<file path="src/rtl/channel_pkg.sv">
// Shared types and constants for the channel DMA datapath.
// Latency: n/a (declarations only).
// Backpressure: n/a.
package channel_pkg;

    localparam int         BYTE_LANES  = 8;
    localparam logic [1:0] RESP_OKAY   = 2'b00;
    localparam logic [1:0] RESP_SLVERR = 2'b10;

    typedef enum logic [2:0] {
        ST_IDLE,
        ST_RD_ADDR,
        ST_RD_DATA,
        ST_RD_EMIT,
        ST_WR_FILL,
        ST_WR_ISSUE,
        ST_WR_RESP,
        ST_FINISH
    } dma_state_t;

endpackage

</file>
<file path="src/rtl/byte_lane_packer.sv">
// 64-bit lane register: byte insert with strobe accumulation, whole-word load, byte extract.
// Latency: insert/load/clear take effect on the next clock; extract is combinational.
// Backpressure: none; the caller decides when each operation fires.
module byte_lane_packer
    import channel_pkg::*;
(
    input  logic                    aclk,
    input  logic                    aresetn,
    input  logic                    clear,
    input  logic                    load,
    input  logic [63:0]             load_data,
    input  logic                    insert,
    input  logic [2:0]              insert_lane,
    input  logic [7:0]              insert_byte,
    input  logic [2:0]              extract_lane,
    output logic [63:0]             data,
    output logic [BYTE_LANES-1:0]   strb,
    output logic [7:0]              extract_byte
);

    // Clear wins over load, load wins over a single-byte insert
    always_ff @(posedge aclk or negedge aresetn) begin
        if (!aresetn) begin
            data <= '0;
            strb <= '0;
        end else if (clear) begin
            data <= '0;
            strb <= '0;
        end else if (load) begin
            data <= load_data;
        end else if (insert) begin
            data[{insert_lane, 3'b000} +: 8] <= insert_byte;
            strb[insert_lane]                <= 1'b1;
        end
    end

    assign extract_byte = data[{extract_lane, 3'b000} +: 8];

endmodule

</file>
<file path="src/rtl/axi_byte_stream_dma.sv">
// Moves bytes between the channel byte streams and memory using single-beat 64-bit AXI-Lite transfers.
// Latency: arvalid at start+1; tx byte 2 cycles after R handshake; aw/w the cycle after the flushing byte.
// Backpressure: tx holds data until tx_tready; rx_tready only in fill; AXI valids held until their ready.
module axi_byte_stream_dma
    import channel_pkg::*;
(
    input  logic        aclk,
    input  logic        aresetn,
    input  logic        start,
    input  logic        write,
    input  logic [31:0] addr,
    input  logic [7:0]  count,
    output logic        busy,
    output logic        done,
    output logic        error,
    output logic [7:0]  tx_tdata,
    output logic        tx_tvalid,
    input  logic        tx_tready,
    input  logic [7:0]  rx_tdata,
    input  logic        rx_tvalid,
    output logic        rx_tready,
    output logic [31:0] m_axi_araddr,
    output logic        m_axi_arvalid,
    input  logic        m_axi_arready,
    input  logic [63:0] m_axi_rdata,
    input  logic [1:0]  m_axi_rresp,
    input  logic        m_axi_rvalid,
    output logic        m_axi_rready,
    output logic [31:0] m_axi_awaddr,
    output logic        m_axi_awvalid,
    input  logic        m_axi_awready,
    output logic [63:0] m_axi_wdata,
    output logic [7:0]  m_axi_wstrb,
    output logic        m_axi_wvalid,
    input  logic        m_axi_wready,
    input  logic [1:0]  m_axi_bresp,
    input  logic        m_axi_bvalid,
    output logic        m_axi_bready
);

    dma_state_t  state;
    dma_state_t  state_nxt;
    logic [31:0] word_addr;
    logic [2:0]  lane;
    logic [7:0]  remaining;
    logic        aw_done;
    logic        w_done;
    logic [2:0]  extract_lane;
    logic [7:0]  extract_byte;

    // A start landing in the done cycle is dropped so the controller must re-pulse it
    logic start_ok;
    logic r_hs, tx_hs, rx_hs, b_hs, aw_hs, w_hs;
    logic r_err, b_err, rx_flush, last_tx;

    assign start_ok = start && (state == ST_IDLE) && !done;
    assign r_hs     = m_axi_rvalid && m_axi_rready;
    assign tx_hs    = tx_tvalid && tx_tready;
    assign rx_hs    = rx_tvalid && rx_tready;
    assign b_hs     = m_axi_bvalid && m_axi_bready;
    assign aw_hs    = m_axi_awvalid && m_axi_awready;
    assign w_hs     = m_axi_wvalid && m_axi_wready;
    assign r_err    = (m_axi_rresp != RESP_OKAY);
    assign b_err    = (m_axi_bresp != RESP_OKAY);
    assign rx_flush = rx_hs && ((remaining == 8'd1) || (lane == 3'd7));
    assign last_tx  = tx_hs && (remaining == 8'd1);

    // On an accepted byte the next presented byte comes from the following lane
    assign extract_lane = tx_hs ? (lane + 3'd1) : lane;

    assign m_axi_araddr = word_addr;
    assign m_axi_awaddr = word_addr;

    byte_lane_packer u_packer (
        .aclk         (aclk),
        .aresetn      (aresetn),
        .clear        (start_ok || b_hs),
        .load         (r_hs && !r_err),
        .load_data    (m_axi_rdata),
        .insert       (rx_hs),
        .insert_lane  (lane),
        .insert_byte  (rx_tdata),
        .extract_lane (extract_lane),
        .data         (m_axi_wdata),
        .strb         (m_axi_wstrb),
        .extract_byte (extract_byte)
    );

    // State register
    always_ff @(posedge aclk or negedge aresetn) begin
        if (!aresetn) state <= ST_IDLE;
        else          state <= state_nxt;
    end

    // Next-state decode
    always_comb begin
        state_nxt = state;
        case (state)
            ST_IDLE: begin
                if (start_ok) begin
                    if (count == 8'd0) state_nxt = ST_FINISH;
                    else if (write)    state_nxt = ST_WR_FILL;
                    else               state_nxt = ST_RD_ADDR;
                end
            end
            ST_RD_ADDR:  if (m_axi_arvalid && m_axi_arready) state_nxt = ST_RD_DATA;
            ST_RD_DATA:  if (r_hs) state_nxt = r_err ? ST_FINISH : ST_RD_EMIT;
            ST_RD_EMIT: begin
                if (last_tx)                     state_nxt = ST_FINISH;
                else if (tx_hs && lane == 3'd7)  state_nxt = ST_RD_ADDR;
            end
            ST_WR_FILL:  if (rx_flush) state_nxt = ST_WR_ISSUE;
            ST_WR_ISSUE: if ((aw_done || aw_hs) && (w_done || w_hs)) state_nxt = ST_WR_RESP;
            ST_WR_RESP: begin
                if (b_hs) state_nxt = (b_err || remaining == 8'd0) ? ST_FINISH : ST_WR_FILL;
            end
            ST_FINISH:   state_nxt = ST_IDLE;
            default:     state_nxt = ST_IDLE;
        endcase
    end

    // State-decoded handshake outputs
    always_comb begin
        busy          = (state != ST_IDLE);
        m_axi_arvalid = (state == ST_RD_ADDR);
        m_axi_rready  = (state == ST_RD_DATA);
        rx_tready     = (state == ST_WR_FILL);
        m_axi_awvalid = (state == ST_WR_ISSUE) && !aw_done;
        m_axi_wvalid  = (state == ST_WR_ISSUE) && !w_done;
        m_axi_bready  = (state == ST_WR_RESP);
    end

    // Address/lane/count bookkeeping, tx output register, error and done flags
    always_ff @(posedge aclk or negedge aresetn) begin
        if (!aresetn) begin
            word_addr <= '0;
            lane      <= '0;
            remaining <= '0;
            aw_done   <= 1'b0;
            w_done    <= 1'b0;
            tx_tdata  <= '0;
            tx_tvalid <= 1'b0;
            error     <= 1'b0;
            done      <= 1'b0;
        end else begin
            done <= (state == ST_FINISH);
            if (start_ok) begin
                word_addr <= {addr[31:3], 3'b000};
                lane      <= addr[2:0];
                remaining <= count;
                error     <= 1'b0;
            end
            case (state)
                ST_RD_DATA: begin
                    if (r_hs && r_err) begin
                        error     <= 1'b1;
                        remaining <= '0;
                    end
                end
                ST_RD_EMIT: begin
                    if (!tx_tvalid) begin
                        tx_tvalid <= 1'b1;
                        tx_tdata  <= extract_byte;
                    end else if (tx_tready) begin
                        remaining <= remaining - 8'd1;
                        if (remaining == 8'd1) begin
                            tx_tvalid <= 1'b0;
                        end else if (lane == 3'd7) begin
                            tx_tvalid <= 1'b0;
                            lane      <= '0;
                            word_addr <= word_addr + 32'd8;
                        end else begin
                            lane     <= lane + 3'd1;
                            tx_tdata <= extract_byte;
                        end
                    end
                end
                ST_WR_FILL: begin
                    if (rx_hs) begin
                        remaining <= remaining - 8'd1;
                        if (!rx_flush) lane <= lane + 3'd1;
                        aw_done <= 1'b0;
                        w_done  <= 1'b0;
                    end
                end
                ST_WR_ISSUE: begin
                    if (aw_hs) aw_done <= 1'b1;
                    if (w_hs)  w_done  <= 1'b1;
                end
                ST_WR_RESP: begin
                    if (b_hs) begin
                        lane      <= '0;
                        word_addr <= word_addr + 32'd8;
                        if (b_err) begin
                            error     <= 1'b1;
                            remaining <= '0;
                        end
                    end
                end
                default: ;
            endcase
        end
    end

endmodule
</file>
<file path="config.mk">
export PLATFORM = sky130hd
export DESIGN_NAME = axi_byte_stream_dma
export DESIGN_NICKNAME = d
export VERILOG_FILES = /design/src/rtl/channel_pkg.sv /design/src/rtl/byte_lane_packer.sv /design/src/rtl/axi_byte_stream_dma.sv
export SDC_FILE = /design/constraint.sdc
export NUM_CORES = 1
export LEC_CHECK = 0
export CAP_MARGIN = 20
export CORE_MARGIN = 8
export CORE_UTILIZATION = 40
export CTS_BUF_LIST = sky130_fd_sc_hd__clkbuf_4 sky130_fd_sc_hd__clkbuf_8
export DETAILED_ROUTE_END_ITERATION = 12
export PLACE_DENSITY_LB_ADDON = 0.3
export SETUP_SLACK_MARGIN = 0.4
export SLEW_MARGIN = 20
export SYNTH_ARGS = -nofsm -noshare
export SYNTH_HDL_FRONTEND = slang
export SYNTH_SLANG_ARGS = --single-unit
</file>
<file path="constraint.sdc">
create_clock -name aclk -period 2.4 [get_ports aclk]
set_input_delay 0.36 -clock aclk [delete_from_list [all_inputs] [get_ports aclk]]
set_output_delay 0.36 -clock aclk [all_outputs]
set_load 0.01 [all_outputs]
</file>
## Word level (Yosys, flattened, before mapping)

Cells that the tools add are included.

- Bits in registers: 131
- Word-level logic and storage cells: 151

- $add $sub $neg: 4
- $lt $le $gt $ge: 2
- Equality and inequality tests: 23
- Shift operators: 3
- Mux-type cells: 65
- Bitwise logic cells: 1
- Reductions and logical operators: 41

Operator list:

| operator | count |
|---|---|
| $mux 32 | 6 |
| $mux 64 | 3 |
| $mux 8 | 14 |
| $bwmux 64 | 1 |
| $pmux 32 s2 | 1 |
| $shift 8x8->64 const A | 1 |
| $shiftx 64x7->8 | 1 |
| $shiftx 8x8->64 | 1 |
| $mux 3 | 20 |
| $add 32x4->32 const B | 1 |
| $pmux 8 s4 | 1 |
| $pmux 3 s8 | 1 |
| $logic_and 1x1->1 | 18 |
| $logic_not 8->1 | 2 |
| $eq 3x3->1 const B | 5 |
| $ne 2x1->1 const B | 7 |
| $mux 1 | 12 |
| $ne 2x2->1 const B | 6 |
| $pmux 3 s3 | 1 |
| $eq 8x1->1 const B | 1 |
| $neg 6->8 | 1 |
| $or 8x8->8 | 1 |
| $reduce_bool 2->1 | 4 |
| $sub 8x1->8 const B | 1 |
| 17 further kinds | 29 |

## Logic depth before layout (Yosys ltp)

- Depth after elaboration: 9
- Mapped depth: 10
- Gate-level depth less buffers: 8

## Cells and area by module

From an unflattened synthesis, not the netlist that was laid out.

- Cells, all modules: 818
- Area, all modules: 7857.5 um2

Modules (own cells, without submodules):

| module | instances | cells an instance | area each (um2) |
|---|---|---|---|
| byte_lane_packer | 1 | 382 | 3976.3 |
| axi_byte_stream_dma | 1 | 436 | 3881.2 |

## Least setup slack after synthesis

No wires, ideal clock.

- Path type: register to register
- Start: register lane[0]
- End: register u_packer.data[56]
- Library setup time: 125 ps
- Data arrival time: 2322 ps
- Slack: -47 ps
- Stages on the path, launching flop included: 9
- Period minus slack after synthesis: 2447 ps
- Cells stage by stage: dfrtp_1 clkbuf_1 inv_2 ha_1 ha_1 or3_1 o21a_1 clkbuf_1 mux2_2

- Longest elaborated chain between the ends: 6

RTL lines:

| what | RTL line | RTL |
|---|---|---|
| start: declaration | axi_byte_stream_dma.sv:44 | `logic [2:0] lane;` |
| start signal: assignment | axi_byte_stream_dma.sv:149 | `lane <= addr[2:0];` |
| start signal: assignment | axi_byte_stream_dma.sv:173 | `lane <= lane + 3'd1;` |
| start signal: assignment | axi_byte_stream_dma.sv:181 | `if (!rx_flush) lane <= lane + 3'd1;` |
| $neg 6->8 * | byte_lane_packer.sv:32 | `data[{insert_lane, 3'b000} +: 8] <= insert_byte;` |
| $shiftx 8x8->64 / $shift 8x8->64 (equally long branches) | byte_lane_packer.sv:32 |  |
| $bwmux 64 * | byte_lane_packer.sv:32 |  |
| $mux 64 * | byte_lane_packer.sv:31 | `end else if (insert) begin` |
| $mux 64 * | byte_lane_packer.sv:29 | `end else if (load) begin` |
| $mux 64 * | byte_lane_packer.sv:26 | `end else if (clear) begin` |
| end signal: assignment | byte_lane_packer.sv:30 | `data <= load_data;` |
| end signal: indexed assignment | byte_lane_packer.sv:32 |  |
| end: declaration | byte_lane_packer.sv:16 | `output logic [63:0] data,` |

Every way passes the cells marked *; elsewhere a longest branch is shown, timed or not. The select of a mux whose other input is x is not followed.
A chain may end at the register's enable or synchronous reset.

## Worst setup path after layout

- Start: register state[2]
- End: register u_packer.data[19]

- Longest elaborated chain between the ends: 5

RTL lines:

| what | RTL line | RTL |
|---|---|---|
| start: declaration | axi_byte_stream_dma.sv:41 | `dma_state_t state;` |
| start signal: assignment | axi_byte_stream_dma.sv:92 | `else state <= state_nxt;` |
| $eq 3x2->1 / $logic_not 3->1 (equally long branches) | axi_byte_stream_dma.sv:126, axi_byte_stream_dma.sv:56 |  |
| $logic_and 1x1->1, on equally long branches | axi_byte_stream_dma.sv:57, axi_byte_stream_dma.sv:56 |  |
| $logic_and 1x1->1, on equally long branches | axi_byte_stream_dma.sv:78, axi_byte_stream_dma.sv:56 |  |
| $mux 64 / $logic_or 1x1->1 (equally long branches) | byte_lane_packer.sv:29, axi_byte_stream_dma.sv:77 |  |
| $mux 64 / $reduce_bool 3->1 (equally long branches) | n/a |  |

Several ways; a longest one is shown, not always the timed one.

==> results.md <==
- Initial DRC Count: 812
- Pre-antenna DRT Iters: 5
- Critical Setup Path Class: reg2reg
- MaxCap Viol Count: 0
- Min-Delay Path Class: in2async
- Max stage delay on crit path: 410 ps
- Status: finished, final reports clean
- Synth Net Count: 958
- FF-to-FF End: u_packer.data[19]
- R2R setup slack: 120 ps
- Via/cell ratio: 6.00
- CTS sink count: 131
- DIE WIDTH: 154 microns
- Buf/Inv on CP: 4
- P&R area growth vs syn: 76.2%
- FP Rows: 50
- Period utilisation layout: 0.950
- Skew-Pair Late Insertion Delay: 470 ps
- Drt drc: 0
- PwrDens: 1400 mW/mm^2
- Post-Synthesis Cells: 823
- Worst vdd ir: 748 uV
- Nets: 1333
- Grt ovf: 0
- Gpl congestion: 0.923
- Share of layout cells above drive strength 1: 0.333
- Crit path cell chain: buf_6 > buf_6 > buf_4 > nand2_1 > nor3_1 > nand3b_1 > buf_4 > o21ai_4 > nor2_1 > a21oi_1
- Max H-tree Level: 4
- Synth Cell Area: 0.00759 sq mm
- Max Fanout on Critical Path: 16
- Largest net degree at the start of global routing: 85
- Internal power: 10.6 mW
- Power share of the clock group: 0.107
- Yosys warning count: 0
- Core footprint: 0.0186 sq mm
- Crit path max-delay family: simple AND/OR/NAND/NOR gates
- Clock root buffer: clkbuf_8
- Setup ws final: 121 ps
- Lkg Pwr: 5.45 nW
- Commonest non-fill, non-tap cells in the layout: 272 x clkdlybuf4s50_1, 121 x dfrtp_1, 92 x nor2_1
- CP max-delay cell: dfrtp_2
- Final WL: 35100 microns
- Hold WS: 277 ps
- Synth unique cells: 65
- CP Data Required Time: 2790 ps
- CTS clock-pin slew for the worst setup and hold paths: 80 ps
- CP startpoint kind: flip-flop
- CTS tree: yes
- # port buffers: 280
- Io pins: 281
- Asr flop ratio synth: 1.00
- Die H: 154 microns
- Final Max Tran Viols: 0
- Rel. slew slack: 0.461
- Vias: 8691
- FMAX: 0.439 GHz
- Top_reg_cell synth: dfrtp_1
- Detailed Place HPWL: 21800 microns
- Sequential fraction of the synthesis area: 0.432
- Overall global routing resource usage: 0.254
- Sequential Power Share: 0.237
- CTS Buf Count: 17
- DP Worst Slack: -89.1 ps
- Vias in the first global route: 8253
- EDFF count, synth: 0
- RSZ-0062 raised after global routing: true
- Fraction of power spent switching nets: 0.435
- Initial antenna violation count: 5
- Die footprint: 0.0237 sq mm
- Syn Area/Cell: 9.23 sq um
- Global-route wire length before repair: 47400 microns
- Final Hold Viols: 0
- Critical Path Sink Type: flip-flop
- Worst r2r src: state[2]
- Worst-case reg-to-reg path depth: 10
- Finish-stage setup viols: 0
- Worst slew pin tran: 801 ps
- Fillers: 1242
- Switching Power: 8.13 mW
- Combinational power share: 0.656
- Layout Skew: 11.2 ps
- DR WL/cell: 24.2 microns
- Initial Util: 0.407
- Longest Clk Path Bufs: 2
- Synth Register Bits: 131
- Tmin final: 2280 ps
- Total Power: 18.7 mW
- WP data arrival: 2670 ps
- Most common cell after layout, fill and taps aside: clkdlybuf4s50_1
- Final ANT Viol Nets: 0
-- flip-flops by register name, summed over array words and instances, names as in the netlist, 3 cells and up --
| signal | count |
|---|---|
| lane | 3 |
| m_axi_araddr | 32 |
| remaining | 8 |
| state | 3 |
| tx_tdata | 8 |
| u_packer.data | 64 |
| u_packer.strb | 8 |
-- power by group through the flow --
stage | clock network, mW | logic (mW) | registers, mW
3_5_place_dp | 0 | 9.01 | 4.31
3_3_place_gp | 0 | 8.85 | 4.29
5_1_grt | 2.11 | 12.8 | 4.54
6_report | 2.00 | 12.3 | 4.43
2_1_floorplan | 0 | 4.80 | 4.41
4_1_cts | 2.01 | 10.2 | 4.30
-- metal layers --
metal,GRT usage,vias up,wire length [microns]
met5,0,-,27
li1,-,3784,-
met2,0.416,533,17200
met3,0.0645,100,3030
met4,0.114,4,1410
met1,0.312,4270,13400
-- kinds of logic (layout without fill, tap and decap cells) --
family          Yosys count  in the layout  share of synthesized area
fa+ha+maj                 8              8                     0.0132
xor+xnor                  3              3                    0.00346
other cells               0              3                          0
simple gates            273            274                      0.168
flops                   131            131                      0.432
buf+inv                  91            476                     0.0684
compound gates          260            262                      0.236
mux                      57             57                     0.0796
-- worst max-delay path by stage --
stage,start,endpoint,slack (ps),cells past startpoint
floorplan,lane[0],u_packer.data[38],280,9
global placement,m_axi_rresp[1],u_packer.data[23],-30,7
detailed placement,start,u_packer.data[62],-90,6
CTS,lane[1],tx_tdata[6],210,8
global route,state[2],u_packer.data[19],-10,10
finish,state[2],u_packer.data[19],120,10
-- cells in the mapped netlist, drive strengths merged, types with 2 or more instances --
cell,instances,area (sq um)
nor4,5,52.6
a221o,13,130
mux2,24,270
and4,2,17.5
and2,8,50.1
nand2,62,238
o21a,9,67.6
nor2,120,455
o32ai,3,26.3
nand3,18,95.1
o21ai,33,188
dfrtp,131,3280
and3,10,62.6
clkbuf,19,71.3
inv,14,52.6
ha,8,100
a32o,9,90.1
a21oi,81,417
or2,6,37.5
o221ai,3,26.3
a22o,2,17.5
o211ai,8,60.1
xnor2,3,26.3
mux2i,33,334
nand2b,7,43.8
a22oi,25,188
nand3b,3,22.5
nor3,17,95.1
buf,58,395
a32oi,19,174
a311oi,6,52.6
a211oi,22,165
o22ai,14,87.6
nor2b,8,50.1
a31oi,6,37.5
nand4,2,12.5
-- per-stage QoR --
stage	TNS, ps	utilization	instances	area [sq um]
floorplan	0	-	823	7840
global placement	-441	0.586	1317	10900
detailed placement	-1830	0.586	1317	10900
CTS	0	0.655	1401	12200
global route	-12.9	0.718	1448	13400
finish	0	0.718	1448	13400
-- final cells by class --
type	count	area, sq um	share of cell area
sequential	131	3290	0.246
multi-input combinational	604	4870	0.364
antenna	3	7.51	0.000561
clock buffer	18	241	0.0180
clock inverter	14	161	0.0121
inverter	14	63.8	0.00477
tap	234	293	0.0219
timing repair buffer	430	4450	0.333
-- repair_timing --
item / 4_1_cts / 5_1_grt
gates resized for setup: 126 / 160
buffers inserted: 45 / 34
endpoints found under the hold margin: 13 / 0
endpoints found under the setup margin: 115 / 118
hold buffers: 1 / 0
pin swaps: 64 / 49
cloned: 6 / 10
Note: power is estimated with default switching activity, not from simulation.
